[src/rtl/axi_pwm_custom_ramp_if.sv]
// axi_pwm_custom_ramp_if: control, target and ramped-duty signals between software side and the ramp limiter
//   master: drives enable, load_now, step, tick_div, target_channel_0..3; observes data_channel_0..3, settled
//   slave : the ramp limiter, the mirror of master
interface axi_pwm_custom_ramp_if #(
    parameter int DATA_WIDTH = 12,
    parameter int DIV_WIDTH  = 16
);
    logic                  enable;
    logic                  load_now;
    logic [DATA_WIDTH-1:0] step;
    logic [DIV_WIDTH-1:0]  tick_div;
    logic [DATA_WIDTH-1:0] target_channel_0;
    logic [DATA_WIDTH-1:0] target_channel_1;
    logic [DATA_WIDTH-1:0] target_channel_2;
    logic [DATA_WIDTH-1:0] target_channel_3;
    logic [DATA_WIDTH-1:0] data_channel_0;
    logic [DATA_WIDTH-1:0] data_channel_1;
    logic [DATA_WIDTH-1:0] data_channel_2;
    logic [DATA_WIDTH-1:0] data_channel_3;
    logic                  settled;

    modport master (
        output enable, load_now, step, tick_div,
        output target_channel_0, target_channel_1, target_channel_2, target_channel_3,
        input  data_channel_0, data_channel_1, data_channel_2, data_channel_3, settled
    );

    modport slave (
        input  enable, load_now, step, tick_div,
        input  target_channel_0, target_channel_1, target_channel_2, target_channel_3,
        output data_channel_0, data_channel_1, data_channel_2, data_channel_3, settled
    );
endinterface

[src/rtl/axi_pwm_custom_ramp.sv]
// axi_pwm_custom_ramp: 4-channel slew-rate limiter feeding the PWM interface duty inputs
//   pwm_clk : clock shared with the PWM interface
//   rstn    : asynchronous active-low reset
//   bus     : slave side of axi_pwm_custom_ramp_if (controls and targets in, ramped duties and settled out)
module axi_pwm_custom_ramp #(
    parameter int DATA_WIDTH = 12,
    parameter int DIV_WIDTH  = 16
) (
    input logic                 pwm_clk,
    input logic                 rstn,
    axi_pwm_custom_ramp_if.slave bus
);
    typedef enum logic [2:0] {IDLE, UPD0, UPD1, UPD2, UPD3} state_t;

    state_t                state, state_nxt;
    logic [DIV_WIDTH-1:0]  cnt;
    logic                  tick;
    logic [DATA_WIDTH-1:0] tgt_a [4];
    logic [DATA_WIDTH-1:0] data_q [4];
    logic [1:0]            sel;
    logic [DATA_WIDTH-1:0] cur, tgt, new_val;
    logic [DATA_WIDTH:0]   sum;
    logic signed [DATA_WIDTH:0] diff;
    logic                  all_eq;

    assign tgt_a[0] = bus.target_channel_0;
    assign tgt_a[1] = bus.target_channel_1;
    assign tgt_a[2] = bus.target_channel_2;
    assign tgt_a[3] = bus.target_channel_3;

    assign bus.data_channel_0 = data_q[0];
    assign bus.data_channel_1 = data_q[1];
    assign bus.data_channel_2 = data_q[2];
    assign bus.data_channel_3 = data_q[3];

    assign tick = bus.enable && cnt == bus.tick_div;

    always_ff @(posedge pwm_clk or negedge rstn) begin
        if (!rstn)
            cnt <= '0;
        else if (bus.load_now || !bus.enable || tick)
            cnt <= '0;
        else
            cnt <= cnt + 1'b1;
    end

    always_ff @(posedge pwm_clk or negedge rstn) begin
        if (!rstn)
            state <= IDLE;
        else
            state <= state_nxt;
    end

    // Ticks arriving mid-sweep are dropped: only IDLE listens to tick.
    always_comb begin
        state_nxt = state;
        if (bus.load_now || !bus.enable)
            state_nxt = IDLE;
        else
            case (state)
                IDLE:    state_nxt = tick ? UPD0 : IDLE;
                UPD0:    state_nxt = UPD1;
                UPD1:    state_nxt = UPD2;
                UPD2:    state_nxt = UPD3;
                default: state_nxt = IDLE;
            endcase
    end

    // One shared add/compare datapath, steered to the channel of the current UPD state.
    always_comb begin
        sel     = state == UPD1 ? 2'd1 : state == UPD2 ? 2'd2 : state == UPD3 ? 2'd3 : 2'd0;
        cur     = data_q[sel];
        tgt     = tgt_a[sel];
        sum     = {1'b0, cur} + {1'b0, bus.step};
        diff    = signed'({1'b0, cur}) - signed'({1'b0, bus.step});
        new_val = cur < tgt ? (sum > {1'b0, tgt} ? tgt : sum[DATA_WIDTH-1:0]) :
                  cur > tgt ? (diff < signed'({1'b0, tgt}) ? tgt : diff[DATA_WIDTH-1:0]) : cur;
    end

    always_ff @(posedge pwm_clk or negedge rstn) begin
        if (!rstn)
            for (int i = 0; i < 4; i++) data_q[i] <= '0;
        else if (bus.load_now)
            for (int i = 0; i < 4; i++) data_q[i] <= tgt_a[i];
        else if (bus.enable && state != IDLE)
            data_q[sel] <= new_val;
    end

    assign all_eq = data_q[0] == tgt_a[0] && data_q[1] == tgt_a[1] &&
                    data_q[2] == tgt_a[2] && data_q[3] == tgt_a[3];

    always_ff @(posedge pwm_clk or negedge rstn) begin
        if (!rstn)
            bus.settled <= 1'b0;
        else
            bus.settled <= all_eq;
    end
endmodule

[src/flat_wrapper.sv]
// flat-port wrapper written by rule: the top's interface ports become plain ports
module axi_pwm_custom_ramp_flat 
#(
    parameter int DATA_WIDTH = 12,
    parameter int DIV_WIDTH  = 16
)
  (pwm_clk, rstn, bus_enable, bus_load_now, bus_step, bus_tick_div, bus_target_channel_0, bus_target_channel_1, bus_target_channel_2, bus_target_channel_3, bus_data_channel_0, bus_data_channel_1, bus_data_channel_2, bus_data_channel_3, bus_settled);
  axi_pwm_custom_ramp_if #(.DATA_WIDTH(DATA_WIDTH), .DIV_WIDTH(DIV_WIDTH)) bus_i ();
  input logic pwm_clk;
  input logic rstn;
  input wire logic [$bits(bus_i.enable)-1:0] bus_enable;
  input wire logic [$bits(bus_i.load_now)-1:0] bus_load_now;
  input wire logic [$bits(bus_i.step)-1:0] bus_step;
  input wire logic [$bits(bus_i.tick_div)-1:0] bus_tick_div;
  input wire logic [$bits(bus_i.target_channel_0)-1:0] bus_target_channel_0;
  input wire logic [$bits(bus_i.target_channel_1)-1:0] bus_target_channel_1;
  input wire logic [$bits(bus_i.target_channel_2)-1:0] bus_target_channel_2;
  input wire logic [$bits(bus_i.target_channel_3)-1:0] bus_target_channel_3;
  output wire logic [$bits(bus_i.data_channel_0)-1:0] bus_data_channel_0;
  output wire logic [$bits(bus_i.data_channel_1)-1:0] bus_data_channel_1;
  output wire logic [$bits(bus_i.data_channel_2)-1:0] bus_data_channel_2;
  output wire logic [$bits(bus_i.data_channel_3)-1:0] bus_data_channel_3;
  output wire logic [$bits(bus_i.settled)-1:0] bus_settled;
  assign bus_i.enable = bus_enable;
  assign bus_i.load_now = bus_load_now;
  assign bus_i.step = bus_step;
  assign bus_i.tick_div = bus_tick_div;
  assign bus_i.target_channel_0 = bus_target_channel_0;
  assign bus_i.target_channel_1 = bus_target_channel_1;
  assign bus_i.target_channel_2 = bus_target_channel_2;
  assign bus_i.target_channel_3 = bus_target_channel_3;
  assign bus_data_channel_0 = bus_i.data_channel_0;
  assign bus_data_channel_1 = bus_i.data_channel_1;
  assign bus_data_channel_2 = bus_i.data_channel_2;
  assign bus_data_channel_3 = bus_i.data_channel_3;
  assign bus_settled = bus_i.settled;
  axi_pwm_custom_ramp #(.DATA_WIDTH(DATA_WIDTH), .DIV_WIDTH(DIV_WIDTH)) u_core (.pwm_clk(pwm_clk), .rstn(rstn), .bus(bus_i));
endmodule
[config.mk]
export PLATFORM = sky130hd
export DESIGN_NAME = axi_pwm_custom_ramp_flat
export DESIGN_NICKNAME = d
export VERILOG_FILES = /design/src/rtl/axi_pwm_custom_ramp_if.sv /design/src/rtl/axi_pwm_custom_ramp.sv /design/src/flat_wrapper.sv
export SDC_FILE = /design/constraint.sdc
export NUM_CORES = 1
export LEC_CHECK = 0
export ABC_CLOCK_PERIOD_IN_PS = 10100
export CORE_ASPECT_RATIO = 1.2
export CORE_MARGIN = 4
export CORE_UTILIZATION = 50
export DETAILED_ROUTE_END_ITERATION = 12
export DONT_BUFFER_PORTS = 1
export MAX_ROUTING_LAYER = met4
export PLACE_DENSITY = 0.73
export SYNTH_ARGS = -nofsm -noshare
export SYNTH_HDL_FRONTEND = slang
export SYNTH_SLANG_ARGS = --single-unit
[constraint.sdc]
create_clock -name pwm_clk -period 10.1 [get_ports pwm_clk]
set_clock_uncertainty 0.1 [all_clocks]
set_input_delay 3.03 -clock pwm_clk [delete_from_list [all_inputs] [get_ports pwm_clk]]
set_output_delay 3.03 -clock pwm_clk [all_outputs]
set_load 0.03 [all_outputs]
==> results.env, run 1 <==
CLOCK_TREE.ROOT_CELL='sky130_fd_sc_hd__clkbuf_16'
SYNTH_FLOP_CELL='sky130_fd_sc_hd__dfrtp_1'
SETUP_BUFS_POST_CTS=0
HIGHEST-SIGNAL-LAYER='met4'
SHARE_OF_THE_SYNTHESIZED_AREA_IN_COMPOUND_GATES_AO_OA_AOI_OAI_PCT=23.8
PWR_DENS_nW_PER_UM2=154
CTS_INSERTED_BUFFERS=9
SYNTH-SEQ-AREA-SHARE_PCT=25.4
GLOBAL_ROUTE.OVERFLOW_TOTAL=0
FINAL_CRITICAL_PATH_SHARE_OF_THE_CLOCK_PERIOD_PCT=70.1
ANTENNA_VIOLATING_NETS_POST_ROUTE=0
FIRST_GLOBAL_VIAS=6410
CTSRESIZECOUNT=0
POST_SYNTH_MOST_FREQUENT_CELLS='sky130_fd_sc_hd__nor2_1, sky130_fd_sc_hd__dfrtp_1, sky130_fd_sc_hd__xor2_1, sky130_fd_sc_hd__ha_1, sky130_fd_sc_hd__a21oi_1'
DETAILEDPLACE.WORSTSLACK_PS=2780
DRC=0
PORT_BUFFERS=0
HOLD_BUFFERS=0
FINAL-SETUP-VIOL-COUNT=0
NETLIST-CELL-TYPE-COUNT=62
WORSTPATHARRIVAL_PS=7210
FINAL.HOLD.WORST_SLACK_PS=461
DETAIL_ROUTE.FIRST_PASS.ITERATIONS=7
YS_SEQ_ELEMENTS=68
MAXCAPVIOLATIONS=0
DIE_H_UM=135
ROUTABILITYCONGESTION=1.03
NUMBER_OF_ANTENNA_VIOLATIONS_AT_THE_FIRST_CHECK_IN_GLOBAL_ROUTING=0
GRT_MAX_DEGREE=69
INITIAL_CELL_DENSITY_OF_THE_CORE_PCT=50.8
AVERAGE_VIAS_PER_PLACED_INSTANCE=6.61
SETUP.WORST_PATH.CLASS='input pin to register'
NETLIST_TOP_CELLS_AREA='sky130_fd_sc_hd__dfrtp_1, sky130_fd_sc_hd__ha_1, sky130_fd_sc_hd__xor2_1'
WORSTSETUPSTARTPOINTTYPE='input pin'
REPORT.FINAL.HOLD_VIOL_COUNT=0
ANTENNADIODECOUNT=0
SIMPLE_GATE_PORTION_OF_THE_SYNTHESIZED_AREA_PCT=16.1
CTS.PATH.MAX_BUFFERS=2
DIE-WIDTH_UM=114
SYN_INST=794
DETAIL_ROUTE.WL_PER_CELL_UM=23.3
POST_SYNTH_INSTANCE_AREA_SQ_UM=6700
IOS=129
GRT_PASS1_WL_UM=34800
FINAL_CRITICAL_PATH_SETUP_SLACK_PS=3020
TIGHTESTPINTRANSITION_PS=1170
SLEW_HEADROOM_PCT=22.3
CTS.REPORTEDPATHS.CLKPINSLEW_PS=60
DETAILEDPLACEMENTHPWL_UM=17500
CRITICAL_PATH_REQUIRED_PS=10220
GLOBAL_ROUTE.USAGE.TOTAL_PCT=29.6
CRITICAL_PATH.ENDPOINT_TYPE='register'
UNREPAIRED_SETUP_ENDPOINTS_AFTER_GLOBAL_ROUTING='false'
DETAIL_ROUTE.WIRELENGTH_UM=22200
SYNTHDOMINANTAREACELLTYPE='sky130_fd_sc_hd__dfrtp_1'
SYNTH_XOR_AREA_SHARE_PCT=12.5
SYNTH-WARNING-COUNT=0
SYNTHTOLAYOUTAREAGROWTH_PCT=6.18
ASYNC_FLOP_SHARE_PCT=100
YOSYS.AREA.TOP_TYPE_SHARE_PCT=25.4
MET2_ROUTED_WIRELENGTH_UM=10900
TRITONCTS_NUM_SINKS=68
CLK-INSERTION-DELAY-LATE_PS=340
YOSYS.CELL_COUNT.TOP_TYPE='sky130_fd_sc_hd__nor2_1'
SETUP.REG_TO_REG.WORST_SLACK_PS=3510
SLEW_VIOLATIONS=0
FINALNETCOUNT=918
CTS.HTREE.LEVELS=3
SETUP_TNS_PS=0
STATUS='completed'
DETAIL_ROUTE.WIRELENGTH.MET1_UM=8510
DR_WL_MET3_UM=1830
CLOCK.FMAX_GHz=0.141
WORST_HOLD_PATH_TYPE='register to register'
SYNTHESIS.NETS=936
DRT_ITER0_MARKERS=627
POST_SYNTH.CELL_AREA_AVG_SQ_UM=8.44
TOTAL_NUMBER_OF_VIAS=6277
CP_MAX_FO=23
POWER.STATIC_LEAKAGE_nW=3.03
SYNTHMUXAREASHARE_PCT=5.06
SYNTH_AREA_IN_ADDERS_PCT=11.8
FINAL_LAYOUT_SIZE_SUFFIX_GT1_SHARE_PCT=6.27
CLOCK_TREE_FROM_TRITONCTS='built'
CORE_REGION_AREA_SQ_UM=13200
DIE-AREA_SQ_UM=15300
SYNTH_TOP_FAMILY_BY_AREA='compound AO/OA/AOI/OAI gates'
POST_SYNTH_EDFFS=0
PERIOD_NEEDED_PS=7080
FP-ROW-COUNT=46
IR_WORST_VDD_uV=126
[cells by family after synthesis]
| kind of cell | after synthesis |
|---|---|
| compound gates | 226 |
| simple gates | 226 |
| xor+xnor | 96 |
| buf+inv | 83 |
| flops | 68 |
| fa+ha+maj | 62 |
| mux | 33 |
[power by group]
| group | switching (W) | internal (W) | leakage [nW] |
|---|---|---|---|
| Sequential | 0.0000649 | 0.000289 | 0.860 |
| Combinational | 0.000242 | 0.000155 | 2.02 |
| Clock | 0.000124 | 0.000222 | 0.151 |
| Total | 0.000432 | 0.000667 | 3.03 |
[final timing paths]
check                                 from                            to  depth (start not counted)
hold reg to reg              u_core.cnt[0]                 u_core.cnt[0]                          1
setup reg to reg           u_core.state[0]  u_core.bus.data_channel_3[7]                         20
hold / removal               u_core.cnt[0]                 u_core.cnt[0]                          1
max in group asynchronous             rstn  u_core.bus.data_channel_1[0]                          0
setup / recovery               bus_step[1]  u_core.bus.data_channel_3[7]                         18
min in group asynchronous             rstn  u_core.bus.data_channel_3[9]                          0
[metrics by stage]
| stage | util (%) | power [W] | std cells | cell area (sq um) |
|---|---|---|---|---|
| final | 54.0 | 0.00110 | 949 | 7120 |
| after global routing | 54.0 | 0.00115 | 949 | 7120 |
| after CTS | 54.0 | 0.00109 | 949 | 7120 |
| after detailed placement | 51.5 | 0.000745 | 933 | 6790 |
| after global placement | 51.5 | 0.000735 | 933 | 6790 |
| after floorplan | - | 0.000645 | 794 | 6700 |
[flip-flops by register name, indices dropped and copies added (netlist names)]
| name | flops |
|---|---|
| u_core.cnt | 16 |
| u_core.bus.data_channel_2 | 12 |
| u_core.state | 3 |
| u_core.bus.data_channel_0 | 12 |
| u_core.bus.data_channel_3 | 12 |
| u_core.bus.data_channel_1 | 12 |
| u_core.bus.settled | 1 |
[placed cells by master, fill, tap and decap left out, drive strengths merged, types with 5 or more instances in the layout]
| cell | Yosys | layout |
|---|---|---|
| nor2 | 91 | 91 |
| nor2b | 6 | 6 |
| ha | 60 | 60 |
| nor3b | 9 | 9 |
| o211ai | 11 | 11 |
| nand2 | 45 | 45 |
| a22oi | 28 | 28 |
| clkbuf | 27 | 10 |
| mux2i | 26 | 26 |
| mux2 | 7 | 7 |
| nor4 | 14 | 14 |
| a221oi | 9 | 9 |
| xnor2 | 34 | 34 |
| o21ai | 46 | 46 |
| a21oi | 49 | 49 |
| o221a | 9 | 9 |
| buf | 10 | 8 |
| a211oi | 9 | 9 |
| inv | 46 | 46 |
| a221o | 6 | 6 |
| a21o | 12 | 12 |
| a22o | 6 | 6 |
| nand4 | 15 | 15 |
| dfrtp | 68 | 68 |
| xor2 | 62 | 62 |
| nand3 | 15 | 15 |
| nand2b | 7 | 7 |
| and3 | 5 | 5 |
| o221ai | 6 | 6 |
| o21a | 9 | 9 |
| nor3 | 9 | 9 |
[per-layer routing]
metal	vias up	track usage [%]
met5	-	-
met2	299	48.0
met3	65	7.04
met4	0	13.7
li1	2857	-
met1	3056	34.8
[worst max-delay path: stages]
cell and delay, ps:
sky130_fd_sc_hd__inv_1 50, sky130_fd_sc_hd__ha_1 310, sky130_fd_sc_hd__nand2b_1 170, sky130_fd_sc_hd__a221oi_1 500, sky130_fd_sc_hd__o211ai_1 220, sky130_fd_sc_hd__a21oi_1 210
sky130_fd_sc_hd__xor2_1 130, sky130_fd_sc_hd__ha_1 230, sky130_fd_sc_hd__or4_1 480, sky130_fd_sc_hd__a21oi_1 110, sky130_fd_sc_hd__o21ai_0 100, sky130_fd_sc_hd__a211oi_1 230
sky130_fd_sc_hd__o21ai_1 90, sky130_fd_sc_hd__buf_4 210, sky130_fd_sc_hd__or2_2 300, sky130_fd_sc_hd__a32oi_1 510, sky130_fd_sc_hd__a211oi_1 150, sky130_fd_sc_hd__a21o_1 180
[layout make-up]
cell class	instances	area, sq um
Fill cell	1194	6060
Timing Repair Buffer	8	60.1
Inverter	46	173
Multi-Input combinational cell	643	4640
Clock buffer	10	239
Tap cell	168	210
Clock inverter	6	87.6
Sequential cell	68	1700
(Power assumes the default switching activity.)
==> inputs of run 2 (changes only) <==
--- a/config.mk
+++ b/config.mk
@@ -5,14 +5,14 @@
 export SDC_FILE = /design/constraint.sdc
 export NUM_CORES = 1
 export LEC_CHECK = 0
-export ABC_CLOCK_PERIOD_IN_PS = 10100
+export ABC_CLOCK_PERIOD_IN_PS = 6500
 export CORE_ASPECT_RATIO = 1.2
 export CORE_MARGIN = 4
 export CORE_UTILIZATION = 50
 export DETAILED_ROUTE_END_ITERATION = 12
 export DONT_BUFFER_PORTS = 1
 export MAX_ROUTING_LAYER = met4
-export PLACE_DENSITY = 0.73
+export PLACE_DENSITY = 0.76
 export SYNTH_ARGS = -nofsm -noshare
 export SYNTH_HDL_FRONTEND = slang
 export SYNTH_SLANG_ARGS = --single-unit
==> constraint.sdc (replaced) <==
create_clock -name pwm_clk -period 6.5 [get_ports pwm_clk]
set_clock_uncertainty 0.1 [all_clocks]
set_input_delay 1.95 -clock pwm_clk [delete_from_list [all_inputs] [get_ports pwm_clk]]
set_output_delay 1.95 -clock pwm_clk [all_outputs]
set_load 0.03 [all_outputs]
==> run 2 against run 1 <==
Hold slack worse by 23 ps. Final cell count increased by 0.84%. Largest cell class unchanged. Core utilization hardly changed. Critical endpoint is now u_core.bus.data_channel_3[0]. Power is 46% higher. Highest routed layer unchanged. Count of clock-buffer cells in the layout rose by 1. Design area hardly changed.
==> results.env, run 2 (synthesis gave the netlist of run 1 again) <==
SLEW_VIOLATIONS=0
DRT_ITER0_MARKERS=718
FIRST_GLOBAL_VIAS=6100
MAXCAPVIOLATIONS=0
AVERAGE_VIAS_PER_PLACED_INSTANCE=6.45
DIE_H_UM=135
CTS.REPORTEDPATHS.CLKPINSLEW_PS=50
LARGEST_REGISTER_FFS=16
TIGHTESTPINTRANSITION_PS=1250
DETAIL_ROUTE.FIRST_PASS.ITERATIONS=6
ANTENNA_VIOLATING_NETS_POST_ROUTE=0
SETUP_BUFS_POST_CTS=0
INITIAL_CELL_DENSITY_OF_THE_CORE_PCT=50.8
REPORT.FINAL.HOLD_VIOL_COUNT=0
HOLD_BUFFERS=0
SLOWEST_STAGE_CELL_CRIT_PATH='sky130_fd_sc_hd__dfrtp_1'
TIMING.CRITICAL_PATH.SLOWEST_CELL_DELAY_PS=470
CTS.PATH.MAX_BUFFERS=2
TRITONCTS_NUM_SINKS=68
SLEW_HEADROOM_PCT=16.4
CP_MAX_FO=15
CRITICAL_PATH.ENDPOINT_TYPE='register'
GLOBAL_ROUTE.OVERFLOW_TOTAL=0
SYNTHTOLAYOUTAREAGROWTH_PCT=6.27
CLOCK_TREE.ROOT_CELL='sky130_fd_sc_hd__clkbuf_16'
WORST_HOLD_PATH_TYPE='register to register'
DETAIL_ROUTE.WIRELENGTH_UM=21000
REGAREA_SQ_UM=1700
CRITICAL_PATH_REQUIRED_PS=6620
PERIOD_NEEDED_PS=5920
FINAL_LAYOUT_SIZE_SUFFIX_GT1_SHARE_PCT=7.10
DRC=0
SETUP_TNS_PS=0
ROUTABILITYCONGESTION=1.04
CLOCK_TREE_FROM_TRITONCTS='built'
IOS=129
FINAL.FILL_COUNT=1221
DETAILEDPLACEMENTHPWL_UM=16500
LAYOUT_COMMONEST_CELL='sky130_fd_sc_hd__nor2_1'
FINALNETCOUNT=928
IR_WORST_VDD_uV=168
MULTI_INPUT_COMB_AREA_SQ_UM=4640
POST-LAYOUT-TOTAL-POWER_W=0.00160
CTS.HTREE.LEVELS=3
PWR_DENS_nW_PER_UM2=225
ANTENNADIODECOUNT=0
TOTAL_NUMBER_OF_VIAS=6173
CTSRESIZECOUNT=0
UNREPAIRED_SETUP_ENDPOINTS_AFTER_GLOBAL_ROUTING='false'
POWER.STATIC_LEAKAGE_nW=3.06
CRIT_PATH_CELL_TRACE='or3b_1, buf_4, nand2_1, o221a_2, inv_1, ha_1, fa_1, nand2b_1, a21o_1, a211oi_1, o21ai_0, a31oi_1, ha_1, a21o_1, a21oi_1, o31ai_4, o21a_4, mux2_2, a21oi_1, o21ai_1, a221o_1'
GRT_PASS1_WL_UM=32500
FINAL-SETUP-VIOL-COUNT=0
FP-ROW-COUNT=46
WORSTSETUPSTARTPOINTTYPE='register'
CLOCK.FMAX_GHz=0.169
CLK-INSERTION-DELAY-LATE_PS=340
NUMBER_OF_ANTENNA_VIOLATIONS_AT_THE_FIRST_CHECK_IN_GLOBAL_ROUTING=0
DIE-WIDTH_UM=114
LARGEST_REGISTER='u_core.cnt'
CTS_INSERTED_BUFFERS=9
PORT_BUFFERS=0
FINAL_CRITICAL_PATH_SHARE_OF_THE_CLOCK_PERIOD_PCT=91.1
MOST_FREQUENT_CELLS_IN_THE_LAYOUT='sky130_fd_sc_hd__nor2_1, sky130_fd_sc_hd__dfrtp_1, sky130_fd_sc_hd__xor2_1'
WORSTPATHARRIVAL_PS=6040
SETUP.WORST_PATH.CLASS='register to register'
GLOBAL_ROUTE.USAGE.TOTAL_PCT=27.7
STATUS='completed'
CORE_REGION_AREA_SQ_UM=13200
DETAIL_ROUTE.WL_PER_CELL_UM=21.9
GRT_MAX_DEGREE=69
DIE-AREA_SQ_UM=15300
## run 2: cell types whose count changed in the layout (fill, tap and decap cells not counted)
| cell | change |
|---|---|
| sky130_fd_sc_hd__buf_4 | +10 |
| sky130_fd_sc_hd__clkinvlp_4 | -3 |
| sky130_fd_sc_hd__bufinv_16 | -2 |
| sky130_fd_sc_hd__clkinv_2 | +2 |
| sky130_fd_sc_hd__clkbuf_1 | +1 |
## run 2: final timing paths
path / slack, ps / startpoint / cells after the start / endpoint
worst max-delay path: 580 / u_core.state[1] / 21 / u_core.bus.data_channel_3[0]
worst min-delay path: 440 / u_core.cnt[0] / 1 / u_core.cnt[0]
worst max register to register: 580 / u_core.state[1] / 21 / u_core.bus.data_channel_3[0]
worst min register to register: 440 / u_core.cnt[0] / 1 / u_core.cnt[0]
max in group asynchronous: 4970 / rstn / 0 / u_core.bus.data_channel_1[9]
min in group asynchronous: 1210 / rstn / 0 / u_core.cnt[15]
## run 2: routing by layer
layer  GRT usage, %  wire, um
met1           33.7      8160
met2           43.9      9840
met3           6.19      1910
met4           12.6      1040
met5              -         0
## run 2: report_power, final
part / total (W) / switching (W) / internal, W
clock network: 0.000439 / 0.000177 / 0.000262
registers: 0.000551 / 0.000101 / 0.000450
logic: 0.000614 / 0.000368 / 0.000246
## run 2: layout make-up
class                           count  share of cell area [%]
Multi-Input combinational cell    643                    65.2
Sequential cell                    68                    23.9
Clock buffer                       11                    3.41
Tap cell                          168                    2.95
Inverter                           46                    2.42
Timing Repair Buffer               18                    1.90
Clock inverter                      3                   0.211
## run 2: per-stage QoR
| stage | setup slack [ps] | instances | cell area (sq um) | utilization [%] | hold WS, ps |
|---|---|---|---|---|---|
| 2_1_floorplan | 1010 | 794 | 6700 | - | 384 |
| 3_3_place_gp | 510 | 943 | 6860 | 52.1 | 428 |
| 3_5_place_dp | 432 | 943 | 6860 | 52.1 | 435 |
| 4_1_cts | 673 | 957 | 7120 | 54.0 | 442 |
| 5_1_grt | 204 | 957 | 7120 | 54.0 | 456 |
| 6_report | 580 | 957 | 7120 | 54.0 | 438 |
## run 2: critical path, delay by kind of cell, from the launching register on
family / cells / cell delay [ps]
buffers and inverters: 2 / 290
adder cells (fa/ha/maj): 3 / 940
flip-flops: 1 / 470
AND/OR/NAND/NOR: 3 / 940
AO/OA/AOI/OAI: 12 / 2780
multiplexers: 1 / 280
